`src/rtl/clkdiv_prog.sv`:
```
// clkdiv_prog: programmable integer clock divider.
//
// Produces a registered, glitch-free divided clock (clko) from clk for the
// clock-tree cells downstream. Ratio changes are requested with load/div,
// held pending, and applied only on a period boundary (or straight away
// while idle), with a single-cycle ack in the cycle the new ratio becomes
// active. Odd ratios give the extra cycle to the high phase.
//
// Ports:
//   clk   in     source clock, rising edge
//   rn    in     asynchronous active-low reset
//   en    in     run request (level); stop waits for the end of the period
//   div   in     requested ratio, sampled when load=1; 0 and 1 become 2
//   load  in     apply request for div
//   ack   out    one-cycle pulse when a pending ratio becomes active
//   clko  out    divided clock, straight from a flop
//   run   out    1 while periods are being produced
//   pcnt  out    completed-period count, saturating (CLKDIV_PERIOD_CNT_EN only)
//   vdd   inout  supply
//   vss   inout  ground
//
// Build option: define CLKDIV_PERIOD_CNT_EN to add the pcnt output and its
// counter. Without it the port and the logic are absent.
//
// State table:
//   state    | meaning
//   S_IDLE   | stopped: clko=0, cnt=0; pending ratio applied on any edge
//   S_ACTIVE | producing periods; cnt walks 0..na-1, clko high while cnt<hi

module clkdiv_prog #(
  parameter int DIV_W   = 8,
  parameter int RST_DIV = 2
) (
  input  logic             clk,
  input  logic             rn,
  input  logic             en,
  input  logic [DIV_W-1:0] div,
  input  logic             load,
  output logic             ack,
  output logic             clko,
  output logic             run,
`ifdef CLKDIV_PERIOD_CNT_EN
  output logic [15:0]      pcnt,
`endif
  inout  wire              vdd,
  inout  wire              vss
);

  localparam logic [DIV_W-1:0] ONE   = DIV_W'(1);
  localparam logic [DIV_W-1:0] TWO   = DIV_W'(2);
  localparam logic [DIV_W-1:0] NA_RST = DIV_W'(RST_DIV);

  typedef enum logic {
    S_IDLE   = 1'b0,
    S_ACTIVE = 1'b1
  } state_t;

  state_t           state_q, state_d;
  logic [DIV_W-1:0] cnt_q, cnt_d;
  logic [DIV_W-1:0] na_q, na_d;
  logic [DIV_W-1:0] pend_q, pend_d;
  logic             p_q, p_d;
  logic             clko_q, clko_d;
  logic             ack_q, ack_d;

  logic [DIV_W-1:0] hi;
  logic [DIV_W-1:0] cnt_inc;
  logic [DIV_W-1:0] div_clamped;
  logic             wrap;

  // Supply pins carry no logic function here.
  wire unused_supply = vdd ^ vss;

  assign hi          = na_q - (na_q >> 1);
  assign cnt_inc     = cnt_q + ONE;
  assign wrap        = (cnt_q == (na_q - ONE));
  assign div_clamped = (div < TWO) ? TWO : div;

  always_ff @(posedge clk or negedge rn) begin
    if (!rn) begin
      state_q <= S_IDLE;
      cnt_q   <= '0;
      na_q    <= NA_RST;
      pend_q  <= NA_RST;
      p_q     <= 1'b0;
      clko_q  <= 1'b0;
      ack_q   <= 1'b0;
    end else begin
      state_q <= state_d;
      cnt_q   <= cnt_d;
      na_q    <= na_d;
      pend_q  <= pend_d;
      p_q     <= p_d;
      clko_q  <= clko_d;
      ack_q   <= ack_d;
    end
  end

  always_comb begin
    state_d = state_q;
    cnt_d   = cnt_q;
    na_d    = na_q;
    pend_d  = pend_q;
    p_d     = p_q;
    clko_d  = clko_q;
    ack_d   = 1'b0;

    unique case (state_q)
      S_IDLE: begin
        cnt_d  = '0;
        clko_d = 1'b0;
        if (p_q) begin
          na_d  = pend_q;
          p_d   = 1'b0;
          ack_d = 1'b1;
        end
        // A new period always opens high (hi >= 1 for any ratio >= 2).
        if (en) begin
          state_d = S_ACTIVE;
          clko_d  = 1'b1;
        end
      end
      S_ACTIVE: begin
        if (wrap) begin
          cnt_d = '0;
          if (p_q) begin
            na_d  = pend_q;
            p_d   = 1'b0;
            ack_d = 1'b1;
          end
          if (en) begin
            clko_d = 1'b1;
          end else begin
            state_d = S_IDLE;
            clko_d  = 1'b0;
          end
        end else begin
          cnt_d  = cnt_inc;
          clko_d = (cnt_inc < hi);
        end
      end
    endcase

    // Evaluated after the apply so a load on the apply edge becomes the
    // next pending ratio rather than being swallowed.
    if (load) begin
      pend_d = div_clamped;
      p_d    = 1'b1;
    end
  end

  assign clko = clko_q;
  assign ack  = ack_q;
  assign run  = (state_q == S_ACTIVE);

`ifdef CLKDIV_PERIOD_CNT_EN
  logic [15:0] pcnt_q;
  wire         period_end = (state_q == S_ACTIVE) && wrap;

  always_ff @(posedge clk or negedge rn) begin
    if (!rn) begin
      pcnt_q <= '0;
    end else if (period_end && (pcnt_q != 16'hFFFF)) begin
      pcnt_q <= pcnt_q + 16'd1;
    end
  end

  assign pcnt = pcnt_q;
`endif

endmodule

```
`config.mk`:
```
export PLATFORM = sky130hd
export DESIGN_NAME = clkdiv_prog
export DESIGN_NICKNAME = d
export VERILOG_FILES = /design/src/rtl/clkdiv_prog.sv
export SDC_FILE = /design/constraint.sdc
export NUM_CORES = 1
export LEC_CHECK = 0
export ABC_AREA = 1
export BUFFER_PORTS_ARGS = -buffer_cell sky130_fd_sc_hd__buf_2
export CAP_MARGIN = 30
export CORE_ASPECT_RATIO = 1.5
export CORE_UTILIZATION = 59
export CTS_CLUSTER_SIZE = 12
export DETAILED_ROUTE_END_ITERATION = 7
export PLACE_DENSITY = 0.79
export SETUP_SLACK_MARGIN = 0.4
export SLEW_MARGIN = 20
export SYNTH_ARGS = -nofsm -noshare
export SYNTH_HDL_FRONTEND = slang
export SYNTH_SLANG_ARGS = --single-unit
export TNS_END_PERCENT = 1
```
`constraint.sdc`:
```
create_clock -name clk -period 3.2 [get_ports clk]
set_input_delay 0.96 -clock clk [delete_from_list [all_inputs] [get_ports clk]]
set_output_delay 0.96 -clock clk [all_outputs]
set_load 0.005 [all_outputs]
```
==> impl_metrics.sql <==
INSERT INTO impl_metrics (metric_group, metric, value, unit) VALUES
('run_status', 'outcome', 'complete, no violations', ''),
('final_layout', 'finish.cell_count_without_fillers', '321', ''),
('clocking', 'cts-hold-fix-buffers', '0', ''),
('placed_design', 'placed_cells', '315', ''),
('timing', 'worst_slew_margin_rel', '59.78', '%'),
('final_layout', 'final_layout_size_suffix_gt1_share', '13.17', '%'),
('detailed_routing', 'viasPerCell', '5.156', ''),
('detailed_routing', 'route.vias.total', '1655', ''),
('setup_path', 'worst_path_largest_cell_delay', '0.61', 'ns'),
('clocking', 'clkLatencyLatePin', '0.27', 'ns'),
('grt', 'grt.total_usage', '22.52', '%'),
('setup_path', 'timing.critical_path.from_type', 'flip-flop', ''),
('grt', 'grt_pass1_vias', '1583', ''),
('detailed_routing', 'drt_first_iter_violations', '30', ''),
('timing', 'setup-violations-final', '0', ''),
('setup_path', 'worst_r2r_startpoint', 'na_q[1]', ''),
('clocking', 'cts_inserted_buffers', '3', ''),
('floorplanning', 'start_util', '62.08', '%'),
('synth', 'proportion_of_netlist_area_held_by_the_largest_area_contributor', '32.85', '%'),
('synth', 'synthesis.area', '1981', 'sq um'),
('worst_hold_path', 'hold_class', 'reg -> reg', ''),
('grt', 'pin_count_of_the_biggest_net_entering_global_routing', '29', ''),
('clocking', 'clock_tree.root_cell', 'sky130_fd_sc_hd__clkbuf_8', ''),
('timing', 'setup_total_negative_slack', '0', 'ns'),
('timing', 'finalHoldViolCount', '0', ''),
('setup_path', 'setup.worst_path.class', 'reg -> reg', ''),
('floorplanning', 'die_y', '72.96', 'um'),
('final_layout', 'antennaDiodeCount', '0', ''),
('floorplanning', 'fp-row-count', '25', ''),
('synth', 'synth.yosys.warnings', '0', ''),
('synth', 'synth_cell_types', '27', ''),
('synth', 'synth.avg_cell_area', '7.502', 'sq um'),
('grt', 'number_of_antenna_violations_at_the_first_check_in_global_routing', '0', ''),
('placed_design', 'io_buffers', '14', ''),
('detailed_routing', 'route.final.wire_length', '3764', 'um'),
('timing', 'highest_clock_frequency_the_design_can_meet', '374.6', 'MHz'),
('final_layout', 'final_common_cell', 'sky130_fd_sc_hd__nand2_1', ''),
('floorplanning', 'placeableCoreArea', '3191', 'sq um'),
('worst_hold_path', 'whs_path_depth', '2', ''),
('timing', 'untimed_endpoints', '2', ''),
('synth', 'synth_top_area_cell', 'sky130_fd_sc_hd__dfrtp_1', ''),
('detailed_routing', 'drt.antenna.violating_nets', '0', ''),
('synth', 'postSynthCellCount', '264', ''),
('setup_path', 'r2r_cells', '12', ''),
('setup_path', 'timing.critical_path.cells', 'inv_1 -> ha_1 -> o31ai_4 -> a21oi_1 -> o21ai_0 -> xor2_1 -> ha_1 -> a21oi_1 -> o31ai_2 -> a21oi_1 -> nand3_1 -> nand2_2', ''),
('setup_path', 'worstReg2RegEnd', 'clko', ''),
('final_layout', 'final_nets', '320', ''),
('power', 'power-per-cell-area', '276.4', 'nW/um^2'),
('power', 'power.ir.vdd_worst', '0.0003747', 'V'),
('final_layout', 'mostFrequentLayoutCells', 'sky130_fd_sc_hd__nand2_1 (83), sky130_fd_sc_hd__inv_1 (40), sky130_fd_sc_hd__dfrtp_1 (26), sky130_fd_sc_hd__ha_1 (21), sky130_fd_sc_hd__nor2_1 (19)', ''),
('setup_path', 'setup.reg_to_reg.worst_slack', '0.53', 'ns'),
('clocking', 'number_of_sinks_driven_by_the_clock_tree', '28', ''),
('clocking', 'tritoncts', 'built', ''),
('floorplanning', 'die_x', '49.31', 'um'),
('synth', 'postSynthRegisterBits', '28', ''),
('setup_path', 'critPathArrivalTime', '2.89', 'ns'),
('final_layout', 'syn_to_final_growth', '10.93', '%'),
('detailed_routing', 'avgRoutedWirePerCell', '11.73', 'um'),
('grt', 'globalRoute.totalOverflow', '0', ''),
('timing', 'timing_worst_slew_pin_value', '0.6033', 'ns'),
('timing', 'maxSlewViolCount', '0', ''),
('final_layout', 'fin_area', '2197', 'sq um'),
('worst_hold_path', 'hold_path.startpoint', 'pend_q[1]', ''),
('setup_path', 'path_common_cell', 'sky130_fd_sc_hd__a21oi_1', ''),
('clocking', 'ctsLongestPathBuffers', '2', ''),
('placed_design', 'place_worst_setup_slack', '0.4487', 'ns'),
('floorplanning', 'die_area', '3597', 'sq um'),
('setup_path', 'timing.critical_path.to_type', 'flip-flop', ''),
('timing', 'rsz0062_at_grt', 'false', ''),
('placed_design', 'placed_inst_area', '2077', 'sq um'),
('timing', 'worst_clock_skew', '0.002506', 'ns');
-- registers in the layout, summed over array words and instances (netlist names) --
| signal | cells |
|---|---|
| run | 1 |
| pend_q | 8 |
| p_q | 1 |
| na_q | 8 |
| ack | 1 |
| cnt_q | 8 |
| clko | 1 |
-- synth_stat cells --
master	instances
sky130_fd_sc_hd__nand2_1	83
sky130_fd_sc_hd__inv_1	40
sky130_fd_sc_hd__dfrtp_1	26
sky130_fd_sc_hd__ha_1	23
sky130_fd_sc_hd__nand3_1	19
sky130_fd_sc_hd__nor2_1	19
sky130_fd_sc_hd__a21oi_1	10
sky130_fd_sc_hd__o21ai_0	9
sky130_fd_sc_hd__xor2_1	9
sky130_fd_sc_hd__nor3_1	4
sky130_fd_sc_hd__dfstp_2	2
sky130_fd_sc_hd__nand2_2	2
sky130_fd_sc_hd__nand2_4	2
sky130_fd_sc_hd__nand4_1	2
sky130_fd_sc_hd__o31ai_1	2
sky130_fd_sc_hd__a21boi_0	1
sky130_fd_sc_hd__a221oi_1	1
sky130_fd_sc_hd__buf_2	1
sky130_fd_sc_hd__buf_8	1
sky130_fd_sc_hd__clkbuf_1	1
sky130_fd_sc_hd__fa_1	1
sky130_fd_sc_hd__inv_2	1
sky130_fd_sc_hd__nand3b_1	1
sky130_fd_sc_hd__nand4_2	1
sky130_fd_sc_hd__nor2_2	1
sky130_fd_sc_hd__nor4_1	1
sky130_fd_sc_hd__xnor2_1	1
-- per-layer routing --
metal | global-route usage, % | up-vias | part of all wire (%)
li1 | - | 866 | -
met1 | 23.32 | 752 | 42
met2 | 44.29 | 28 | 54
met3 | 3.125 | 9 | 2.6
met4 | 9.150 | 0 | 1.7
met5 | 0 | - | 0
-- worst max-delay path by stage --
stage | from | to | slack [ns] | cells after the start
global route | na_q[1] | clko | 0.37 | 15
floorplan | na_q[1] | clko | 0.73 | 12
detailed placement | na_q[1] | clko | 0.45 | 12
finish | na_q[1] | clko | 0.53 | 12
global placement | na_q[1] | clko | 0.47 | 12
CTS | na_q[1] | clko | 0.42 | 12
-- cell type report --
class	instances	area, sq um
Inverter	41	153.9
Multi-Input combinational cell	192	1150
Fill cell	276	993.5
Clock buffer	4	55.05
Tap cell	40	50.05
Sequential cell	28	703.2
Timing Repair Buffer	16	85.08
-- logic make-up after synthesis --
group,Yosys count,synth area share [%]
XOR/XNOR,10,4.422
adder cells (fa/ha/maj),24,15.54
flip-flops,28,35.50
AO/OA/AOI/OAI,23,6.380
buffers and inverters,44,8.969
AND/OR/NAND/NOR,135,29.19
-- where the power goes --
group	switching, W	internal [W]	leakage, nW
Combinational	0.0000167	0.00000910	0.822
Clock	0.000103	0.000110	0.0288
Sequential	0.00000476	0.000363	0.347
Total	0.000125	0.000483	1.20
-- timing repair --
| action | CTS | global route |
|---|---|---|
| gates resized for setup | 0 | 10 |
| endpoints found under the setup margin | 0 | 1 |
| setup buffers | 0 | 2 |
-- through the flow --
step	total power, W	hold slack (ns)	utilization (%)
global placement	0.0004001	0.4554	65.10
floorplan	0.0003843	0.4425	-
CTS	0.0006096	0.4747	66.82
detailed placement	0.0004017	0.4587	65.10
finish	0.0006073	0.4697	68.86
global route	0.0006279	0.5023	68.86
-- critical path: cells and delay by family (launching register included) --
family / cells / cell delay (ns)
AO/OA/AOI/OAI: 6 / 1.00
flip-flops: 1 / 0.61
adder cells (fa/ha/maj): 2 / 0.59
XOR/XNOR: 1 / 0.17
AND/OR/NAND/NOR: 2 / 0.17
buffers and inverters: 1 / 0.08
No activity file was read; power rests on OpenSTA's default activity.
